<file path="src/rtl/mem_port_arbiter.sv">
// ---------------------------------------------------------------------------
// mem_port_arbiter
//   Arbitrates an instruction-fetch port and a data port onto one memory
//   port. Each granted transaction drives the memory strobe for MemLatency
//   cycles, registers MemOutput on the last strobe cycle and answers with a
//   one-cycle valid pulse in the following IDLE cycle. That IDLE cycle also
//   arbitrates, so one transaction completes every MemLatency+1 cycles.
//   Data wins over fetch when both request in the same IDLE cycle.
//
// Parameters
//   DataWidth   data bus width
//   AddrWidth   address width
//   MemLatency  strobe length in cycles (1..4)
//   StarveLimit consecutive data grants tolerated while fetch waits
//
// Ports
//   CLK, RST                 clock, asynchronous active-high reset
//   if_req, if_addr          fetch request (held until if_gnt) and address
//   if_gnt, if_valid         fetch accepted / fetch data valid (pulses)
//   if_rdata                 fetched word
//   dm_req, dm_we            data request (held until dm_gnt), 1 = store
//   dm_addr, dm_wdata        data address and store data
//   dm_gnt, dm_valid         data accepted / load data or store done (pulses)
//   dm_rdata                 load result (unchanged by stores)
//   MemRead, MemWrite        memory strobes
//   MemAddr, MemData         memory address / write data, 0 when idle
//   MemOutput                memory read data
//   busy                     high while a transaction is in ACCESS
//
// Configuration
//   ARB_STARVE_GUARD_EN  when defined, after StarveLimit consecutive data
//                        grants made while fetch waits, the next arbitration
//                        grants fetch. When undefined, data priority is
//                        strict and fetch may starve.
// ---------------------------------------------------------------------------
module mem_port_arbiter #(
  parameter int unsigned DataWidth   = 16,
  parameter int unsigned AddrWidth   = 16,
  parameter int unsigned MemLatency  = 1,
  parameter int unsigned StarveLimit = 3
) (
  input  logic                 CLK,
  input  logic                 RST,
  input  logic                 if_req,
  input  logic [AddrWidth-1:0] if_addr,
  output logic                 if_gnt,
  output logic                 if_valid,
  output logic [DataWidth-1:0] if_rdata,
  input  logic                 dm_req,
  input  logic                 dm_we,
  input  logic [AddrWidth-1:0] dm_addr,
  input  logic [DataWidth-1:0] dm_wdata,
  output logic                 dm_gnt,
  output logic                 dm_valid,
  output logic [DataWidth-1:0] dm_rdata,
  output logic                 MemRead,
  output logic                 MemWrite,
  output logic [AddrWidth-1:0] MemAddr,
  output logic [DataWidth-1:0] MemData,
  input  logic [DataWidth-1:0] MemOutput,
  output logic                 busy
);

  localparam int unsigned LatW = (MemLatency > 1) ? $clog2(MemLatency) : 1;
  localparam logic [LatW-1:0] LatLast = LatW'(MemLatency - 1);

  localparam logic [0:0] IDLE   = 1'b0;
  localparam logic [0:0] ACCESS = 1'b1;

  // Elaboration-time guard against unsupported parameter values.
  if (MemLatency < 1 || MemLatency > 4 || StarveLimit < 1) begin : g_bad_param
    $error("mem_port_arbiter: MemLatency must be 1..4 and StarveLimit >= 1");
  end

  logic [0:0]           state_q,    state_d;
  logic                 owner_q,    owner_d;     // 1 = data port owns ACCESS
  logic [LatW-1:0]      lat_cnt_q,  lat_cnt_d;
  logic                 rd_q,       rd_d;
  logic                 wr_q,       wr_d;
  logic [AddrWidth-1:0] addr_q,     addr_d;
  logic [DataWidth-1:0] data_q,     data_d;
  logic                 busy_q,     busy_d;
  logic                 if_gnt_q,   if_gnt_d;
  logic                 dm_gnt_q,   dm_gnt_d;
  logic                 if_valid_q, if_valid_d;
  logic                 dm_valid_q, dm_valid_d;
  logic [DataWidth-1:0] if_rdata_q, if_rdata_d;
  logic [DataWidth-1:0] dm_rdata_q, dm_rdata_d;
  logic                 pick_data;
  logic                 force_fetch_c;

`ifdef ARB_STARVE_GUARD_EN
  localparam int unsigned CntW = $clog2(StarveLimit + 1);

  logic [CntW-1:0] starve_q, starve_d;

  // Fetch is forced once data has been granted StarveLimit times in a row
  // while fetch was waiting.
  assign force_fetch_c = if_req & (starve_q >= CntW'(StarveLimit));
`else
  assign force_fetch_c = 1'b0;
`endif

  // Next-state and registered-output logic.
  always_comb begin
    state_d    = state_q;
    owner_d    = owner_q;
    lat_cnt_d  = lat_cnt_q;
    rd_d       = rd_q;
    wr_d       = wr_q;
    addr_d     = addr_q;
    data_d     = data_q;
    busy_d     = busy_q;
    if_rdata_d = if_rdata_q;
    dm_rdata_d = dm_rdata_q;
    if_gnt_d   = 1'b0;
    dm_gnt_d   = 1'b0;
    if_valid_d = 1'b0;
    dm_valid_d = 1'b0;
    pick_data  = 1'b0;
`ifdef ARB_STARVE_GUARD_EN
    starve_d   = starve_q;
`endif

    case (state_q)
      IDLE: begin
        if (if_req || dm_req) begin
          pick_data = dm_req & ~force_fetch_c;
          state_d   = ACCESS;
          owner_d   = pick_data;
          lat_cnt_d = '0;
          busy_d    = 1'b1;
          if (pick_data) begin
            dm_gnt_d = 1'b1;
            rd_d     = ~dm_we;
            wr_d     = dm_we;
            addr_d   = dm_addr;
            data_d   = dm_wdata;
          end else begin
            if_gnt_d = 1'b1;
            rd_d     = 1'b1;
            wr_d     = 1'b0;
            addr_d   = if_addr;
            data_d   = '0;
          end
`ifdef ARB_STARVE_GUARD_EN
          // Only data grants that keep a waiting fetch waiting are counted.
          if (pick_data && if_req) begin
            starve_d = starve_q + CntW'(1);
          end else begin
            starve_d = '0;
          end
`endif
        end
      end

      ACCESS: begin
        if (lat_cnt_q == LatLast) begin
          // Last strobe cycle: capture read data and release the port.
          state_d = IDLE;
          busy_d  = 1'b0;
          rd_d    = 1'b0;
          wr_d    = 1'b0;
          addr_d  = '0;
          data_d  = '0;
          if (owner_q) begin
            dm_valid_d = 1'b1;
            if (rd_q) begin
              dm_rdata_d = MemOutput;
            end
          end else begin
            if_valid_d = 1'b1;
            if_rdata_d = MemOutput;
          end
        end else begin
          lat_cnt_d = lat_cnt_q + LatW'(1);
        end
      end

      default: begin
        state_d = IDLE;
      end
    endcase
  end

  // State and output registers.
  always_ff @(posedge CLK or posedge RST) begin
    if (RST) begin
      state_q    <= IDLE;
      owner_q    <= 1'b0;
      lat_cnt_q  <= '0;
      rd_q       <= 1'b0;
      wr_q       <= 1'b0;
      addr_q     <= '0;
      data_q     <= '0;
      busy_q     <= 1'b0;
      if_gnt_q   <= 1'b0;
      dm_gnt_q   <= 1'b0;
      if_valid_q <= 1'b0;
      dm_valid_q <= 1'b0;
      if_rdata_q <= '0;
      dm_rdata_q <= '0;
`ifdef ARB_STARVE_GUARD_EN
      starve_q   <= '0;
`endif
    end else begin
      state_q    <= state_d;
      owner_q    <= owner_d;
      lat_cnt_q  <= lat_cnt_d;
      rd_q       <= rd_d;
      wr_q       <= wr_d;
      addr_q     <= addr_d;
      data_q     <= data_d;
      busy_q     <= busy_d;
      if_gnt_q   <= if_gnt_d;
      dm_gnt_q   <= dm_gnt_d;
      if_valid_q <= if_valid_d;
      dm_valid_q <= dm_valid_d;
      if_rdata_q <= if_rdata_d;
      dm_rdata_q <= dm_rdata_d;
`ifdef ARB_STARVE_GUARD_EN
      starve_q   <= starve_d;
`endif
    end
  end

  assign if_gnt   = if_gnt_q;
  assign dm_gnt   = dm_gnt_q;
  assign if_valid = if_valid_q;
  assign dm_valid = dm_valid_q;
  assign if_rdata = if_rdata_q;
  assign dm_rdata = dm_rdata_q;
  assign MemRead  = rd_q;
  assign MemWrite = wr_q;
  assign MemAddr  = addr_q;
  assign MemData  = data_q;
  assign busy     = busy_q;

endmodule

</file>
<file path="config.mk">
export PLATFORM = sky130hd
export DESIGN_NAME = mem_port_arbiter
export DESIGN_NICKNAME = d
export VERILOG_FILES = /design/src/rtl/mem_port_arbiter.sv
export SDC_FILE = /design/constraint.sdc
export NUM_CORES = 1
export LEC_CHECK = 0
export ABC_CLOCK_PERIOD_IN_PS = 3700
export BUFFER_PORTS_ARGS = -buffer_cell sky130_fd_sc_hd__buf_2
export CAP_MARGIN = 15
export CORE_ASPECT_RATIO = 2
export CORE_MARGIN = 5
export CORE_UTILIZATION = 50
export DETAILED_ROUTE_END_ITERATION = 8
export MAX_ROUTING_LAYER = met4
export PLACE_DENSITY = 0.84
export SYNTH_ARGS = -nofsm -noshare
export SYNTH_HDL_FRONTEND = slang
export SYNTH_SLANG_ARGS = --single-unit
export TNS_END_PERCENT = 30
</file>
<file path="constraint.sdc">
create_clock -name CLK -period 3.7 [get_ports CLK]
set_input_delay 0.925 -clock CLK [delete_from_list [all_inputs] [get_ports CLK]]
set_output_delay 0.925 -clock CLK [all_outputs]
set_load 0.05 [all_outputs]
</file>
* Word-level counts from Yosys, hierarchy flattened
Index checks and enable logic that the tools add are counted.
Word-level totals: output and inout bits 71, register bits 74, logic and storage cells 60, bits of input ports 69
Cells by class: mux-type cells 34, add/subtract/negate cells 1, equality and inequality tests 2, reduce and logical (&&, ||, !) cells 5, bitwise operators 4
Operator list (number):
- 16-bit 2-to-1 mux | 5
- 16-bit one-hot mux with 2 select lines | 2
- 1-bit 2-to-1 mux | 22
- 1-bit one-hot mux with 2 select lines | 5
- 2-bit != test, second input constant | 2
- 1-bit NOT | 4
- 2-bit AND reduction | 2
- 4-bit AND reduction | 1
- 3-bit AND reduction | 1
- 1-bit adder, second input constant | 1
- 1-bit logical OR | 1

* Depth between registers and ports, before layout
Gate-level depths: netlist of the first run.
depth after elaboration 4, depth in mapped cells 5

* Least setup slack after synthesis of the first run
OpenSTA, ideal clock, no wires.
kind input -> register, start input port if_req, end register data_q[0] (netlist: MemData[0]), library setup time 78 ps, cell stages on the path 4, arrival time 1643 ps, slack 1979 ps, path buffers 2, required time 3622 ps, cells stage by stage buf_6 > clkbuf_2 > or3b_1 > a21oi_1
Between the ends: cells in the longest elaborated chain, start to end 3
RTL lines:
- start, declared | line 44 | input logic if_req,
- 1-bit logical OR | line 127 | if (if_req || dm_req) begin
- 2-bit != test (no line)
- 2-bit AND reduction (no line)
- end signal, assigned | line 213 | data_q <= data_d;
- end, declared | line 81 | logic [DataWidth-1:0] data_q, data_d;
No other way between the ends. A chain may end at the register's enable or synchronous reset.

* Final worst setup path of the first run
start input port dm_req, end register addr_q[7] (netlist: MemAddr[7])
Between the ends: cells in the longest elaborated chain, start to end 3, elaborated cells between the ends (all ways) 6, classes of those cells eq/ne: 1; mux: 3; reduce/logical: 2
RTL lines:
- start, declared | line 49 | input logic dm_req,
- 16-bit 2-to-1 mux / 1-bit logical OR (equally long branches) | line 133, 127
- 16-bit 2-to-1 mux / 2-bit != test (equally long branches)
- 16-bit one-hot mux with 2 select lines / 2-bit AND reduction (equally long branches)
- end signal, assigned | line 212 | addr_q <= addr_d;
- end, declared | line 80 | logic [AddrWidth-1:0] addr_q, addr_d;
Several ways; a longest one is shown, not always the timed one. The select of a mux whose other input is x is not followed.

==> impl.org, run 1 <==
** Global route
- Global Route Usage Sum :: 0.1957
- Maximum number of pins on one net before global-route repair :: 58
- The first global-routing pass estimated 11.59 mm of wire.
- Vias in the first global route :: around 2500
- Initial antenna violation count :: 0
- Total grt overflow :: 0

** Synth
- Summed over all instances, the cell type with the most area after synthesis is dfrtp_1.
- Of the synthesized area, sequential elements account for 0.5937.
- In this run the cell area of the synthesized design comes to about 3100 µm².
- Synthesis inferred between 70 and 80 register bits.
- The share of synthesized area in the top cell type comes to 0.5937.
- Cell variety after synth :: 22
- Number of warnings printed during yosys synthesis :: 0
- Each instance of the synthesized netlist takes up on average around 13 µm².
- Gate count of the mapped netlist :: about 240
- Ranked by total cell area, the synthesized netlist is headed by dfrtp_1 59%, mux2_2 11%, mux2i_1 5.2%, or3b_1 4.8%, a211oi_1 4.1%.
- Total nets after synthesis :: about 310

** Final layout
- Post-layout net count :: 442
- Total non-filler cell area in the finished layout :: 4051 µm²
- 0 antenna diodes ended up in the layout.
- Most common cell after layout, fill and taps aside :: buf_2
- Final Core Density :: 0.6746
- Area Growth Syn to Fin :: 31.68%
- The top cell types in the final layout, fill and taps aside, are 139 x buf_2, 73 x dfrtp_1, 31 x mux2_2.
- Of the cells placed in the final design, the portion with a size suffix greater than 1 is 0.5027.

** STA
- Hold Worst Slack :: about 0.5 ns
- Clock skew after layout :: between 0.003 and 0.004 ns
- Rel. slew slack :: 0.4139
- Setup violations remaining at the end of the flow were counted as 0.
- In the finished design, the share of the clock period the worst path needs comes to 0.5758.
- Fmax :: roughly 470 MHz
- Crit path time final :: 2.131 ns
- Setup repair after global routing left no endpoint under its margin.
- For the pin with the worst max-slew slack, the measured transition is slightly below 0.9 ns.
- The count of pins over their slew limit was 0.
- Setup TNS after final layout :: 0 ns
- Hold Violations, Final :: 0

** Power and ir drop
- Worst IR Drop VDD :: ~0.00033 V
- Overall power consumption after layout is estimated at between 3000 and 4000 µW.
- Power spread over the standard cell area amounts to just under 800 nW/µm².
- Cell leakage power :: roughly 0.0021 µW

** Detailed routing
- The first detailed-routing pass took 4 iterations.
- In this run the remaining antenna-violating nets after routing total 0.
- After detailed routing, the average wire length per cell comes to roughly 17 µm.
- Vias per inst :: 5.376
- Remaining DRCs :: 0
- Post-Route WL :: 7.414 mm
- The detailed router finished its first iteration with approximately 110 violations.
- The routed layout has 2360 vias.

** Die
- Number of rows in the core area :: 40
- From left edge to right edge, the die measures about 65 µm.
- In this run the standard cell core region covers roughly 6000 µm².
- Total I/O pin count :: 140
- Initial cell density of the core :: 0.5123
- The floorplan step set the die height to about 120 µm.
- Die footprint :: between 7000 and 8000 µm²

** Placed design
- Final HPWL DP :: ~5.4 mm
- At the end of routability-driven placement, the weighted congestion stood at around 0.77.
- IO buf count :: ~140
- In this run the cell area measured after placement is between 3000 and 4000 µm².

** Clock network
- Number of clock sinks :: 73
- Clock latency on the worst-skew pair, taken at its later pin, is between 0.3 and 0.4 ns.
- Post-CTS Hold Fix Bufs :: 0
- After clock tree synthesis, the repair step resized 0 gates.
- The H-tree was split into 3 levels.
- TritonCTS built the clock tree.
- Post-CTS setup buffers :: 0
- Clock transition time at the flip-flop clock pins of the worst setup and hold paths :: about 0.050 ns
- Counting along the longest clock path gives a buffer depth of 2.
- CTS placed an instance of clkbuf_16 at the clock tree root.
- Clock tree synthesis inserted a total of 9 buffers.

** Worst setup path
- CP Class :: in -> reg
- Origin of the worst setup path :: dm_req
- Buffers and inverters on the worst path :: 2
- CP startpoint kind :: input pin
- Crit. End Element :: flip-flop
- Among cell families on the critical path, the largest total delay comes from buffers and inverters.
- Data arrives at the worst endpoint at 2.35 ns.
- Data on the critical path is required at its endpoint by around 3.9 ns.
- Max stage delay on crit path :: ~0.6 ns
- Ordered list of cells on the worst path :: buf_2 > inv_1 > a211oi_1
- Slowest stage cell on the critical path :: buf_2
- Maximum fanout encountered on the critical timing path :: 57
- The startpoint identified for the worst register-to-register timing path is owner_q.

** Run
- The tool flagged a number of max-cap violations equal to 0.

** Hold path
- Type of the tightest min-delay check :: in -> async

** Outcome
- The flow ran to the end, and the final reports show no timing, DRC or antenna violations.
## through the flow
| stage | cells | setup slack (ns) |
|---|---|---|
| 2_1_floorplan | 238 | 0.9217 |
| 3_3_place_gp | 425 | 1.289 |
| 3_5_place_dp | 425 | 1.218 |
| 4_1_cts | 439 | 1.555 |
| 5_1_grt | 439 | 1.390 |
| 6_report | 439 | 1.569 |
## worst register-to-register path: stages, from the launching register on
cell	delay, ns
dfrtp_1	0.39
nand2b_1	0.71
mux2_2	0.43
## path summary, 6_finish.rpt
path	endpoint	slack [ns]	depth (start not counted)
setup / recovery	MemAddr[7]	1.57	3
hold / removal	MemAddr[11]	0.49	2
setup reg to reg	if_rdata[1]	2.05	2
hold reg to reg	dm_rdata[3]	0.50	1
max in group asynchronous	if_valid	2.50	3
min in group CLK	dm_rdata[3]	0.50	1
## cell families after synthesis
family                 synth area share
and+or+nand+nor                  0.1212
muxes                            0.1704
AOI/OAI and AO/OA               0.07157
DFF                              0.5937
buffers and inverters           0.04310
## synth_stat cells
cell and instances:
buf_4 2, or3b_1 17, a21oi_1 17, buf_6 5, a21o_1 1, nor3_1 2
mux2_4 1, a211oi_1 17, nor2_1 4, nand2b_1 2, inv_1 3, clkbuf_2 2
nor2b_1 17, clkbuf_1 2, buf_2 5, nand2_1 17, mux2_2 31, buf_1 2
mux2i_1 16, and2_1 1, dfrtp_1 73, nand3_2 1
## state kept, by name (all words and copies together) (netlist names)
name and cells:
MemAddr 16, dm_rdata 16, MemData 16, MemRead 1
dm_valid 1, if_valid 1, if_gnt 1, if_rdata 16
busy 1, owner_q 1, dm_gnt 1, MemWrite 1
state_q 1
## power breakdown
group / internal [µW] / total [µW] / leakage [µW] / switching (µW)
Sequential: 991 / 1080 / 0.000901 / 93.1
Combinational: 312 / 1210 / 0.00102 / 899
Clock: 580 / 875 / 0.000148 / 295
## metal layers
layer | track usage | wire, µm | vias to the layer above | share of wire
met5 | - | 0 | - | 0
li1 | - | - | 1106 | -
met1 | 0.2160 | 2797 | 1136 | 0.38
met2 | 0.3263 | 3936 | 99 | 0.53
met3 | 0.03614 | 432 | 19 | 0.058
met4 | 0.1091 | 247 | 0 | 0.033
## layout make-up
cell class,count,area [µm²]
timing repair buffer,142,718.2
fill,486,1954
tap,63,78.83
sequential,73,1827
clock inverter,4,70.07
multi-input combinational,144,1117
clock buffer,10,229.0
inverter,3,11.26
No activity file was read; power rests on OpenSTA's default activity.
==> run 2, diff against run 1 <==
--- a/config.mk
+++ b/config.mk
@@ -5,15 +5,15 @@
 export SDC_FILE = /design/constraint.sdc
 export NUM_CORES = 1
 export LEC_CHECK = 0
-export ABC_CLOCK_PERIOD_IN_PS = 3700
+export ABC_CLOCK_PERIOD_IN_PS = 1800
 export BUFFER_PORTS_ARGS = -buffer_cell sky130_fd_sc_hd__buf_2
 export CAP_MARGIN = 15
 export CORE_ASPECT_RATIO = 2
 export CORE_MARGIN = 5
-export CORE_UTILIZATION = 50
+export CORE_UTILIZATION = 42
 export DETAILED_ROUTE_END_ITERATION = 8
 export MAX_ROUTING_LAYER = met4
-export PLACE_DENSITY = 0.84
+export PLACE_DENSITY = 0.76
 export SYNTH_ARGS = -nofsm -noshare
 export SYNTH_HDL_FRONTEND = slang
 export SYNTH_SLANG_ARGS = --single-unit
==> constraint.sdc (replaced) <==
create_clock -name CLK -period 1.8 [get_ports CLK]
set_input_delay 0.45 -clock CLK [delete_from_list [all_inputs] [get_ports CLK]]
set_output_delay 0.45 -clock CLK [all_outputs]
set_load 0.05 [all_outputs]
==> run 2 against run 1 <==
Against the previous run:
- clock skew rose by 0.00061 ns
- global-route usage down 2.8 points
- sequential power up 110%
- design area is 2.2% higher
- die area increased by 17%
- critical path depth is 2 lower
- first-iteration DRC count up 21%
- core utilization is 10 points lower
- sequential share of layout area shrank 0.98 points
- final cell count is 7.7% higher
- clock-buffer cell count grew 1
- clock power increased by 95%
- critical path type is now reg -> out
==> impl.org, run 2 (synthesis gave the netlist of run 1 again) <==
** STA
- Setup TNS after final layout :: 0 ns
- The final hold violation count was 0.
- Setup repair after global routing missed its margin :: no
- Slew at the pin closest to its max-slew limit :: about 0.5 ns
- Rel. slew slack :: 0.6633
- After layout, the worst setup slack is about 0.36 ns.
- Final number of max-transition violations :: 0
- Derived from the worst setup path, the maximum achievable clock frequency is 694.9 MHz.
- Across the routed clock network, the largest skew measured is ~0.0045 ns.
- Hold timing on the final database bottoms out at a slack of 0.2154 ns.
- Crit path time final :: approximately 1.4 ns
- Setup violations remaining at the end of the flow were counted as 0.
- In the finished design, the share of the clock period the worst path needs comes to 0.7995.

** Die
- Total I/O pin count :: between 100 and 150
- Measured along the y axis, the die boundary spans 131.0 µm.
- From left edge to right edge, the die measures 70.52 µm.
- Number of rows in the core area :: 44
- The initial utilization of the core area, before any placement, comes to 0.4266.
- The die covers about 9200 µm².
- Area of the core :: just over 7000 µm²

** Global route
- The total overflow left after global routing is 0.
- Entering global routing, the biggest net connects 74 pins.
- The via count of the first global-routing pass is about 2400.
- The first global-routing pass estimated 11.59 mm of wire.
- The initial antenna violation count came to 0.
- Global Route Usage Sum :: 0.1681

** Clock network
- Post-cts sizing count :: 0
- Clock latency on the worst-skew pair, taken at its later pin, is 0.33 ns.
- TritonCTS built the clock tree.
- CTS built an H-tree with a depth of 3.
- The number of setup buffers added after CTS is 0.
- Number of clock buffers inserted by TritonCTS :: 9
- Counting along the longest clock path gives a buffer depth of 2.
- Post-CTS Hold Fix Bufs :: 0
- Clock transition time at the flip-flop clock pins of the worst setup and hold paths :: about 0.06 ns
- The tree is rooted in a clkbuf_16.
- Clock tree synthesis found a total of 73 sinks.

** Placed design
- IO buf count :: between 100 and 150
- Final HPWL DP :: between 5 and 6 mm
- Placement Setup Slack :: slightly above 0.3 ns
- Routability congestion estimate from global placement :: 0.7750

** Final layout
- Of the cells placed in the final design, the portion with a size suffix greater than 1 is 0.5066.
- Area Growth Syn to Fin :: 34.61%
- Leaving out fill and tap cells, the most frequent cell in the layout is buf_2.
- Most used cells in the layout excluding fill and tap cells :: 139 x buf_2, 73 x dfrtp_1, 31 x mux2_2
- The repair_antennas step left the layout with diodes totalling 0.
- Post-layout net count :: approximately 450

** Detailed routing
- Post-Route WL :: between 7 and 8 mm
- Avg WL per Cell :: between 15 and 20 µm
- After detailed routing, the number of remaining DRC violations is 0.
- Remaining antenna violation count :: 0
- In the routed layout, each cell is associated on average with a via count of between 5 and 6.
- For this run, the detailed router's first-pass iteration total came to 4.
- DR vias :: ~2400
- Starting DRC count in detailed routing :: 128

** Worst setup path
- Maximum fanout encountered on the critical timing path :: 3
- Data on the critical path arrives at its endpoint at around 0.99 ns.
- The worst register-to-register path ends at dm_rdata[1].
- Worst path top cell family by delay :: flip-flops
- The worst register-to-register path has a depth of 2.
- Required time worst endpoint :: 1.35 ns
- Crit. End Element :: output port
- The worst setup path is launched from a flip-flop.
- CP Class :: reg -> out
- Slowest stage cell on the critical path :: dfrtp_1
- Max stage delay on crit path :: between 0.3 and 0.4 ns
- Buffers and inverters on the worst path :: 1
- Flop2flop setup slack :: 0.49 ns
- Startpoint of the most critical register-to-register path :: owner_q
- The signal on the critical path passes through buf_2.

** Power and ir drop
- Total power consumption of the routed design :: approximately 6400 µW
- Dividing total power by cell area gives a power density of 1554 nW/µm².
- VDD sags by at most 0.0005818 V.
- The analysis attributes to cell leakage a power of a little over 0.002 µW.

** Hold path
- The path class of the tightest hold or removal check is in -> async.

** Outcome
- The run finished with clean final reports.

** Run
- Max-cap violations in this run came to 0.
-- run 2: changes by cell type in the layout (fill, tap and decap cells not counted) --
cell        change
clkbuf_1        +1
buf_12          +3
bufinv_16       -1
clkinvlp_4      +2
inv_2           -1
clkinv_4        +1
-- run 2: final cells by class --
class	count	area (µm²)
clock inverters	5	56.30
well taps	92	115.1
multi-input cells	144	1117
flip-flops and latches	73	1827
repair buffers	145	778.2
clock buffers	11	232.7
inverters	3	15.01
fillers	623	3070
-- run 2: report_power, final --
part | switching [µW] | internal, µW
clock network | 636 | 1070
registers | 193 | 2040
logic | 1840 | 658
-- run 2: worst max-delay path by stage --
stage            start     endpoint  slack [ns]  depth (start not counted)
6_report       MemRead      MemRead        0.36                          1
5_1_grt        MemRead      MemRead        0.32                          1
4_1_cts        MemRead      MemRead        0.35                          1
3_5_place_dp    dm_req   MemAddr[4]        0.31                          4
3_3_place_gp    dm_req   MemAddr[2]        0.38                          4
2_1_floorplan  MemRead  dm_rdata[0]        0.37                          3
-- run 2: stage by stage --
step | cell area, µm² | util | instances
6_report | 4141 | 0.5743 | 473
5_1_grt | 4141 | 0.5743 | 473
4_1_cts | 4141 | 0.5743 | 473
3_5_place_dp | 3852 | 0.5342 | 457
3_3_place_gp | 3852 | 0.5342 | 457
2_1_floorplan | 3080 | - | 238
-- run 2: metal layers --
layer / vias to the layer above / wire length, µm / track usage
met2: 83 / 4139 / 0.2917
met4: 0 / 177 / 0.09481
li1: 1111 / - / -
met3: 15 / 474 / 0.03982
met5: - / 0 / -
met1: 1172 / 2621 / 0.1724
-- run 2: worst register-to-register path, cell delays in order, from the launching register on --
cell and delay (ns):
dfrtp_1 0.40, nand3_2 0.38, mux2_2 0.42
